<file path="src/rtl/period_meter_if.sv">
// Bundle of meas_clk stimulus and measurement results for period_meter.
// master drives the clock under test and controls; slave is the meter.
interface period_meter_if #(
  parameter int CNT_W = 32
) ();
  logic             meas_clk;
  logic             en;
  logic [31:0]      div_val;
  logic [CNT_W-1:0] period;
  logic [CNT_W-1:0] high_time;
  logic             valid;
  logic             timeout;
  logic             match;

  modport master (
    output meas_clk, en, div_val,
    input  period, high_time, valid, timeout, match
  );

  modport slave (
    input  meas_clk, en, div_val,
    output period, high_time, valid, timeout, match
  );
endinterface

</file>
<file path="src/rtl/period_meter.sv">
// Measures rise-to-rise period and rise-to-fall high time of meas_clk in clk_in cycles.
// Define PERIOD_MATCH_EN to compare results against div_val (match output); otherwise match is 0.
module period_meter #(
  parameter int CNT_W       = 32,
  parameter int SYNC_STAGES = 2,
  parameter int TIMEOUT     = 65535
) (
  input  logic          clk_in,
  input  logic          rst,
  period_meter_if.slave bus
);
  typedef enum logic [1:0] {IDLE = 2'd0, ARM = 2'd1, MEASURE = 2'd2} state_t;

  localparam logic [CNT_W-1:0] CNT_MAX = {CNT_W{1'b1}};
  localparam logic [CNT_W-1:0] TO_VAL  = CNT_W'(TIMEOUT);

  state_t                 state;
  state_t                 state_nxt;
  logic [SYNC_STAGES-1:0] sync;
  logic                   lvl_d;
  logic                   lvl;
  logic                   rise;
  logic                   fall;
  logic                   expired;
  logic                   active;
  logic                   measuring;
  logic [CNT_W-1:0]       cnt;
  logic [CNT_W-1:0]       hi_lat;

  assign lvl       = sync[SYNC_STAGES-1];
  assign rise      = lvl & ~lvl_d;
  assign fall      = ~lvl & lvl_d;
  // a rise on the same cycle as the limit is a valid edge, not a timeout
  assign expired   = (cnt == TO_VAL) && !rise;
  assign active    = (state != IDLE) && bus.en;
  assign measuring = (state == MEASURE) && bus.en;

  always_ff @(posedge clk_in or posedge rst) begin
    if (rst) begin
      sync  <= '0;
      lvl_d <= 1'b0;
    end else begin
      sync  <= {sync[SYNC_STAGES-2:0], bus.meas_clk};
      lvl_d <= lvl;
    end
  end

  always_ff @(posedge clk_in or posedge rst) begin
    if (rst) begin
      state <= IDLE;
    end else begin
      state <= state_nxt;
    end
  end

  always_comb begin
    state_nxt = state;
    case (state)
      IDLE: begin
        if (bus.en) state_nxt = ARM;
        else        state_nxt = IDLE;
      end
      ARM: begin
        if (!bus.en)  state_nxt = IDLE;
        else if (rise) state_nxt = MEASURE;
        else          state_nxt = ARM;
      end
      MEASURE: begin
        if (!bus.en)      state_nxt = IDLE;
        else if (expired) state_nxt = ARM;
        else              state_nxt = MEASURE;
      end
      default: state_nxt = IDLE;
    endcase
  end

  always_ff @(posedge clk_in or posedge rst) begin
    if (rst) begin
      cnt    <= '0;
      hi_lat <= '0;
    end else if (state == IDLE) begin
      cnt    <= '0;
      hi_lat <= '0;
    end else begin
      if (rise)                cnt <= CNT_W'(1);
      else if (cnt != CNT_MAX) cnt <= cnt + CNT_W'(1);
      if (state == MEASURE && fall) hi_lat <= cnt;
    end
  end

  // results publish on the closing rise; timeout stays set until a full period completes
  always_ff @(posedge clk_in or posedge rst) begin
    if (rst) begin
      bus.period    <= '0;
      bus.high_time <= '0;
      bus.valid     <= 1'b0;
      bus.timeout   <= 1'b0;
    end else begin
      bus.valid <= 1'b0;
      if (measuring && rise) begin
        bus.period    <= cnt;
        bus.high_time <= hi_lat;
        bus.valid     <= 1'b1;
        bus.timeout   <= 1'b0;
      end else if (active && expired) begin
        bus.timeout <= 1'b1;
      end
    end
  end

`ifdef PERIOD_MATCH_EN
  logic [CNT_W-1:0] div_full;
  logic [CNT_W-1:0] div_half;
  logic             div_ok;

  assign div_full = CNT_W'(bus.div_val);
  assign div_half = CNT_W'(bus.div_val >> 1);
  assign div_ok   = (bus.div_val >= 32'd2);

  always_ff @(posedge clk_in or posedge rst) begin
    if (rst) begin
      bus.match <= 1'b0;
    end else if (state == IDLE || (active && expired)) begin
      bus.match <= 1'b0;
    end else if (measuring && rise) begin
      bus.match <= div_ok && (cnt == div_full) && (hi_lat == div_half);
    end
  end
`else
  assign bus.match = 1'b0;
`endif
endmodule

</file>
<file path="src/flat_wrapper.sv">
// flat-port wrapper written by rule: the top's interface ports become plain ports
module period_meter_flat 
#(
  parameter int CNT_W       = 32,
  parameter int SYNC_STAGES = 2,
  parameter int TIMEOUT     = 65535
)
  (clk_in, rst, bus_meas_clk, bus_en, bus_div_val, bus_period, bus_high_time, bus_valid, bus_timeout, bus_match);
  period_meter_if #(.CNT_W(CNT_W)) bus_i ();
  input  logic clk_in;
  input  logic rst;
  input wire logic [$bits(bus_i.meas_clk)-1:0] bus_meas_clk;
  input wire logic [$bits(bus_i.en)-1:0] bus_en;
  input wire logic [$bits(bus_i.div_val)-1:0] bus_div_val;
  output wire logic [$bits(bus_i.period)-1:0] bus_period;
  output wire logic [$bits(bus_i.high_time)-1:0] bus_high_time;
  output wire logic [$bits(bus_i.valid)-1:0] bus_valid;
  output wire logic [$bits(bus_i.timeout)-1:0] bus_timeout;
  output wire logic [$bits(bus_i.match)-1:0] bus_match;
  assign bus_i.meas_clk = bus_meas_clk;
  assign bus_i.en = bus_en;
  assign bus_i.div_val = bus_div_val;
  assign bus_period = bus_i.period;
  assign bus_high_time = bus_i.high_time;
  assign bus_valid = bus_i.valid;
  assign bus_timeout = bus_i.timeout;
  assign bus_match = bus_i.match;
  period_meter #(.CNT_W(CNT_W), .SYNC_STAGES(SYNC_STAGES), .TIMEOUT(TIMEOUT)) u_core (.clk_in(clk_in), .rst(rst), .bus(bus_i));
endmodule
</file>
<file path="config.mk">
export PLATFORM = sky130hd
export DESIGN_NAME = period_meter_flat
export DESIGN_NICKNAME = d
export VERILOG_FILES = /design/src/rtl/period_meter_if.sv /design/src/rtl/period_meter.sv /design/src/flat_wrapper.sv
export SDC_FILE = /design/constraint.sdc
export NUM_CORES = 1
export LEC_CHECK = 0
export ABC_AREA = 1
export CORE_ASPECT_RATIO = 1.5
export CORE_MARGIN = 2
export CORE_UTILIZATION = 55
export DETAILED_ROUTE_END_ITERATION = 10
export PLACE_DENSITY = 0.91
export SETUP_SLACK_MARGIN = 0.05
export SLEW_MARGIN = 20
export SYNTH_ARGS = -nofsm -noshare
export SYNTH_HDL_FRONTEND = slang
export SYNTH_SLANG_ARGS = --single-unit
</file>
<file path="constraint.sdc">
create_clock -name clk_in -period 9.3 [get_ports clk_in]
set_input_delay 2.79 -clock clk_in [delete_from_list [all_inputs] [get_ports clk_in]]
set_output_delay 2.79 -clock clk_in [all_outputs]
set_load 0.05 [all_outputs]
</file>
==> impl_metrics.tcl, run 1 <==
set metrics [dict create \
    status "completed" \
    path_max_fanout 62 \
    p_clk_share_pct 44.0 \
    synth-seq-cells 135 \
    dp_hpwl_um 8530 \
    crit_slowest_cell "nor2_4" \
    period_share_pct 53.6 \
    critPathKind "input pin to flip-flop" \
    synth_area_per_cell_um2 9.28 \
    layout_min_cycle_time_ns 4.99 \
    synthCells 638 \
    die_h_um 131 \
    via_per_inst 5.43 \
    gp_congestion 0.952 \
    clockBufferDepth 2 \
    cp.arrival_ns 5.29 \
    die-area_mm2 0.0116 \
    grt_antenna_before_repair 0 \
    overflow 0 \
    syn2layout_area_growth_pct 23.0 \
    grt_max_degree 84 \
    io_pins 103 \
    vdd_drop_max_mv 0.133 \
    p_comb_share_pct 14.8 \
    hp-start "u_core.sync[0]$_DFF_PP0_" \
    p_switching_uw 425 \
    whs_ns 0.353 \
    drc 0 \
    path_clk_slew_ns 0.06 \
    final_layout_size_suffix_gt1_share_pct 11.3 \
    hold_buffers 0 \
    yosysUniqueCellTypes 31 \
    critPathRequiredTime_ns 9.60 \
    rrSetupSlack_ns 6.54 \
    fmax_mhz 201 \
    synth-simple-area-share_pct 21.6 \
    hold_viol_final 0 \
    synth_compound_area_share_pct 7.38 \
    reg2regPathDepth 6 \
    clock_sinks 135 \
    intPower_uw 1120 \
    crit_chain "clkdlybuf4s50_1 -> nand2_1 -> nor2_4 -> buf_4 -> mux2_2" \
    finClkSkew_ns 0.00472 \
    synthAdderAreaFrac_pct 0.211 \
    end_kind "flip-flop" \
    hp-class "flip-flop to flip-flop" \
    critical_path.startpoint_type "input pin" \
    max_stage_delay_ns 0.69 \
    cts_resized 0 \
    wire_per_inst_um 15.6 \
    grt_pass1_wl_um 22100 \
    power_uw 1540 \
    tightestPinTransition_ns 0.876 \
    synthXorXnorAreaFrac_pct 1.78 \
    core-area_mm2 0.0105 \
    synth_nets 675 \
    start_util_pct 56.2 \
    setup_tns_ns 0 \
    clk_latency_ns 0.42 \
    r2r_start "u_core.state[1]$_DFF_PP0_" \
    drv_cap 0 \
    worstHoldPathCells 0 \
    rsz0062_at_grt "no" \
    nets 739 \
    cts-root-buf "clkbuf_16" \
    cts_setup_buffers 0 \
    swShare_pct 27.5 \
    yosysWarnings 0 \
    slew_violations 0 \
    p_per_area_mw_per_mm2 212 \
    finalSetupViolations 0 \
    synth_top_family_by_area "simple AND/OR/NAND/NOR gates" \
    syn-cell-area_mm2 0.00592 \
    num_vias 4664 \
    p_leak_uw 0.00335 \
    ant_nets 0 \
    finalWirelength_um 13400 \
    numCtsBuffers 17 \
    grtUsageTotal_pct 24.8 \
    first_iter_violations 414 \
    slew_headroom_pct 41.5 \
    tritoncts "done" \
    yosysSeqAreaShare_pct 57.1 \
    synth_mux_area_share_pct 6.09 \
    fp.dieW_um 88.7 \
    reg2reg_to "u_core.bus.high_time[23]$_DFFE_PP0P_" \
    htreeDepth 4 \
    hold_path_end "u_core.sync[1]$_DFF_PP0_" \
    n_antenna_cell 0 \
    p_seq_share_pct 41.2 \
    rows 46 \
    first_pass_iters 5 \
    port_buffers 69 \
    grt_pass1_vias 4674 \
]
-- worst max-delay path: cells and delay by family --
| family | cells | cell delay (ns) |
|---|---|---|
| buf+inv | 2 | 1.20 |
| mux | 1 | 0.41 |
| simple gates | 2 | 0.83 |
-- registers in the layout (all words and copies together) (netlist names) --
register              cells
u_core.sync               2
u_core.hi_lat            32
u_core.lvl_d              1
u_core.bus.high_time     32
u_core.bus.timeout        1
u_core.state              2
u_core.cnt               32
u_core.bus.valid          1
u_core.bus.period        32
-- how the worst max path moves through the flow --
stage | from | to | slack, ns | cells past startpoint
3_3_place_gp | bus_en | u_core.bus.high_time[20]$_DFFE_PP0P_ | 3.98 | 5
6_report | bus_en | u_core.bus.high_time[23]$_DFFE_PP0P_ | 4.31 | 5
5_1_grt | bus_en | u_core.bus.high_time[22]$_DFFE_PP0P_ | 4.13 | 5
3_5_place_dp | bus_en | u_core.bus.high_time[28]$_DFFE_PP0P_ | 3.90 | 5
2_1_floorplan | rst | u_core.bus.high_time[0]$_DFFE_PP0P_ | 2.90 | 1
4_1_cts | bus_en | u_core.bus.high_time[23]$_DFFE_PP0P_ | 4.32 | 5
-- per-stage QoR --
stage                     worst slack (ns)  instance area, um2  util (%)  std cells
after CTS                             4.32                7270      69.0        859
after global placement                3.98                6670      63.3        827
after detailed placement              3.90                6670      63.3        827
final                                 4.31                7280      69.1        859
after global routing                  4.13                7280      69.1        859
after floorplan                       2.90                5920         -        638
-- power by group through the flow --
stage / clock network [uW] / logic (uW) / registers (uW)
6_report: 679 / 229 / 637
5_1_grt: 708 / 243 / 640
4_1_cts: 683 / 231 / 637
3_5_place_dp: 0 / 229 / 647
3_3_place_gp: 0 / 224 / 646
2_1_floorplan: 0 / 53.6 / 746
-- per-layer routing --
metal	wire length (um)	global-route usage, %	part of all wire, %	vias to the layer above
met1	5210	29.5	39	2287
met4	295	11.3	2.2	0
met3	571	4.96	4.3	24
met5	0	0	0	-
li1	-	-	-	2192
met2	7320	42.9	55	161
-- kinds of logic (layout without fill, tap and decap cells) --
| family | count (synthesis) | after routing |
|---|---|---|
| flip-flops | 135 | 135 |
| adder cells (fa/ha/maj) | 1 | 1 |
| XOR/XNOR | 12 | 12 |
| AO/OA/AOI/OAI | 86 | 86 |
| AND/OR/NAND/NOR | 293 | 293 |
| buffers and inverters | 78 | 155 |
| multiplexers | 32 | 32 |
| other | 1 | 1 |
-- cell usage after synthesis --
cell      instances  share of area, %
a31oi_1           2              0.21
buf_6             3              0.57
nand3b_1          2              0.25
inv_1            50               3.2
nor2_4            5              0.95
nor2_2            3              0.32
mux2_1            4              0.76
nand4_4           1              0.36
conb_1            1             0.063
clkbuf_2          1             0.084
a22oi_1           1              0.13
buf_4             4              0.51
buf_2             8              0.68
o21ai_0          46               3.9
mux2_2           28               5.3
xor2_1           12               1.8
nand3_1          51               4.3
clkbuf_1          7              0.44
nor2_1           90               5.7
nand2_2           4              0.42
a21oi_1          35               3.0
ha_1              1              0.21
dfrtp_1         135                57
nand2_1         131               8.3
nand2_4           2              0.38
o21ai_1           1             0.084
nand4_1           3              0.32
buf_1             3              0.19
o22ai_1           1              0.11
inv_2             2              0.13
nand3_4           1              0.30
-- final cells by class --
| type | instances | area (um2) |
|---|---|---|
| Clock inverter | 8 | 92.6 |
| Multi-Input combinational cell | 425 | 2210 |
| Clock buffer | 24 | 512 |
| Sequential cell | 135 | 3380 |
| Fill cell | 737 | 3250 |
| Tap cell | 144 | 180 |
| Timing Repair Buffer | 71 | 706 |
| Inverter | 52 | 200 |
-- cell usage in the layout, fill, tap and decap left out, drive strengths merged --
cell type and instances:
dfrtp 135, a21oi 35, nand3 52, inv 52, nand2 137, nor2 98, clkinvlp 1, conb 1
ha 1, o22ai 1, clkbuf 24, bufinv 2, clkinv 5, a22oi 1, o21ai 47, mux2 32
nand3b 2, a31oi 2, clkdlybuf4s50 69, buf 2, xor2 12, nand4 4
No activity file was read; power rests on OpenSTA's default activity.
==> run 2: changes to the inputs <==
- CORE_UTILIZATION: 55 -> 48
- PLACE_DENSITY: 0.91 -> 0.84
- clock period: 9.3 -> 4.4 ns (I/O delays scaled with it)
==> impl_metrics.tcl, run 2 (same netlist as run 1, synthesis figures left out) <==
set metrics [dict create \
    grt_pass1_vias 4796 \
    finalWorstSetupSlack_ns 1.47 \
    placed_cell_area_mm2 0.00672 \
    n_antenna_cell 0 \
    vdd_drop_max_mv 0.269 \
    critPathKind "flip-flop to output pin" \
    p_switching_uw 893 \
    p_seq_share_pct 40.5 \
    numCtsBuffers 17 \
    clockBufferDepth 2 \
    path_max_fanout 2 \
    hold_viol_final 0 \
    nets 741 \
    grtUsageTotal_pct 22.5 \
    final_layout_size_suffix_gt1_share_pct 11.2 \
    placed_cells 838 \
    final_common_cell "dfrtp_1" \
    max_stage_delay_ns 0.82 \
    crit_slowest_cell "clkdlybuf4s50_1" \
    worst-path-stages 1 \
    critPathRequiredTime_ns 3.08 \
    intPower_uw 2440 \
    rsz0062_at_grt "no" \
    p_comb_share_pct 14.5 \
    dp_hpwl_um 9130 \
    ant_nets 0 \
    tritoncts "done" \
    cts_setup_buffers 0 \
    period_share_pct 66.5 \
    via_per_inst 5.38 \
    reg2regPathDepth 10 \
    finClkSkew_ns 0.00739 \
    finalWirelength_um 13800 \
    fill_cells 1005 \
    critical_path.startpoint_type "flip-flop" \
    crit_chain "clkdlybuf4s50_1" \
    htreeDepth 4 \
    overflow 0 \
    clock_sinks 135 \
    die-area_mm2 0.0133 \
    r2r_start "u_core.cnt[1]$_DFFE_PP0P_" \
    path_clk_slew_ns 0.06 \
    drv_cap 0 \
    slew_violations 0 \
    port_buffers 69 \
    drc 0 \
    status "completed" \
    grt_max_degree 136 \
    tightestPinTransition_ns 0.741 \
    grt_pass1_wl_um 23200 \
    clk_latency_ns 0.42 \
    p_clk_share_pct 45.0 \
    hp-class "flip-flop to flip-flop" \
    rows 49 \
    syn2layout_area_growth_pct 24.1 \
    num_vias 4678 \
    setup_tns_ns 0 \
    worst-path-buf-inv 1 \
    rrSetupSlack_ns 2.07 \
    cts_resized 0 \
    hp-start "u_core.sync[0]$_DFF_PP0_" \
    hold_path_end "u_core.sync[1]$_DFF_PP0_" \
    slew_headroom_pct 50.6 \
    io_pins 103 \
    hold_buffers 0 \
    core-area_mm2 0.0120 \
    finish.instance_area_mm2 0.00735 \
    die_h_um 140 \
    wire_per_inst_um 15.9 \
    swShare_pct 26.8 \
    fmax_mhz 342 \
    critPathTopFamily "buffers and inverters" \
    reg2reg_to "u_core.cnt[12]$_DFFE_PP0P_" \
    cp.arrival_ns 1.61 \
    p_leak_uw 0.00337 \
    finalSetupViolations 0 \
    dp_slack_ns 1.14 \
    gp_congestion 0.891 \
    fp.dieW_um 94.7 \
    worstHoldPathCells 0 \
    first_pass_iters 5 \
    layout_common_cells "dfrtp_1, nand2_1, nor2_1" \
    end_kind "output pin" \
    final_cells 869 \
    grt_antenna_before_repair 0 \
    layout_min_cycle_time_ns 2.93 \
    start_util_pct 49.3 \
    cts-root-buf "clkbuf_16" \
    p_per_area_mw_per_mm2 454 \
    first_iter_violations 324 \
]
run 2: cell types whose count changed in the layout (fill, tap and decap cells not counted), sizes merged:
| cell | delta |
|---|---|
| buf | +2 |
| bufinv | +2 |
| clkinv | -2 |
| clkbuf | -1 |
run 2: routing by layer:
metal	GRT usage (%)	part of all wire (%)	up-vias	wire length [um]
met5	0	0	-	0
met4	9.61	2.3	0	312
met3	3.82	3.4	30	462
met2	41.1	57	125	7800
met1	25.4	38	2334	5210
li1	-	-	2189	-
run 2: power groups by stage:
stage                     sequential [uW]  clock, uW  combinational (uW)
after floorplan                      1580          0                 113
after global placement               1370          0                 476
after detailed placement             1370          0                 487
after CTS                            1350       1510                 490
after global routing                 1350       1570                 516
final                                1350       1500                 484
run 2: through the flow:
step           power [uW]  util (%)  hold WS [ns]
6_report             3330      61.1         0.357
2_1_floorplan        1690         -         0.331
4_1_cts              3350      61.1         0.361
3_5_place_dp         1860      55.9         0.344
5_1_grt              3440      61.1         0.363
3_3_place_gp         1840      55.9         0.343
run 2: worst register-to-register path: stages (launching register included):
cell and delay [ns]:
dfrtp_1 0.40, ha_1 0.19, nand2_1 0.11, nor2_4 0.18, nand2_2 0.12, nor2_4 0.39
nand3_4 0.35, nand2_2 0.14, inv_2 0.15, nand2_1 0.12, nand2_1 0.05
run 2: how the worst max path moves through the flow:
| stage | end | slack (ns) | startpoint |
|---|---|---|---|
| after global routing | u_core.bus.period[8]$_DFFE_PP0P_ | 1.41 | bus_en |
| final | bus_period[19] | 1.47 | u_core.bus.period[19]$_DFFE_PP0P_ |
| after global placement | u_core.bus.high_time[23]$_DFFE_PP0P_ | 1.21 | bus_en |
| after detailed placement | u_core.bus.high_time[18]$_DFFE_PP0P_ | 1.14 | bus_en |
| after floorplan | u_core.bus.high_time[0]$_DFFE_PP0P_ | 1.40 | rst |
| after CTS | bus_period[19] | 1.46 | u_core.bus.period[19]$_DFFE_PP0P_ |
run 2: cell type report:
cell class	instances	area (um2)	share of cell area, %
clock inverters	8	144	1.96
multi-input cells	425	2210	30.1
clock buffers	23	478	6.51
repair buffers	73	746	10.1
inverters	52	199	2.71
flip-flops and latches	135	3380	46.0
well taps	153	191	2.61
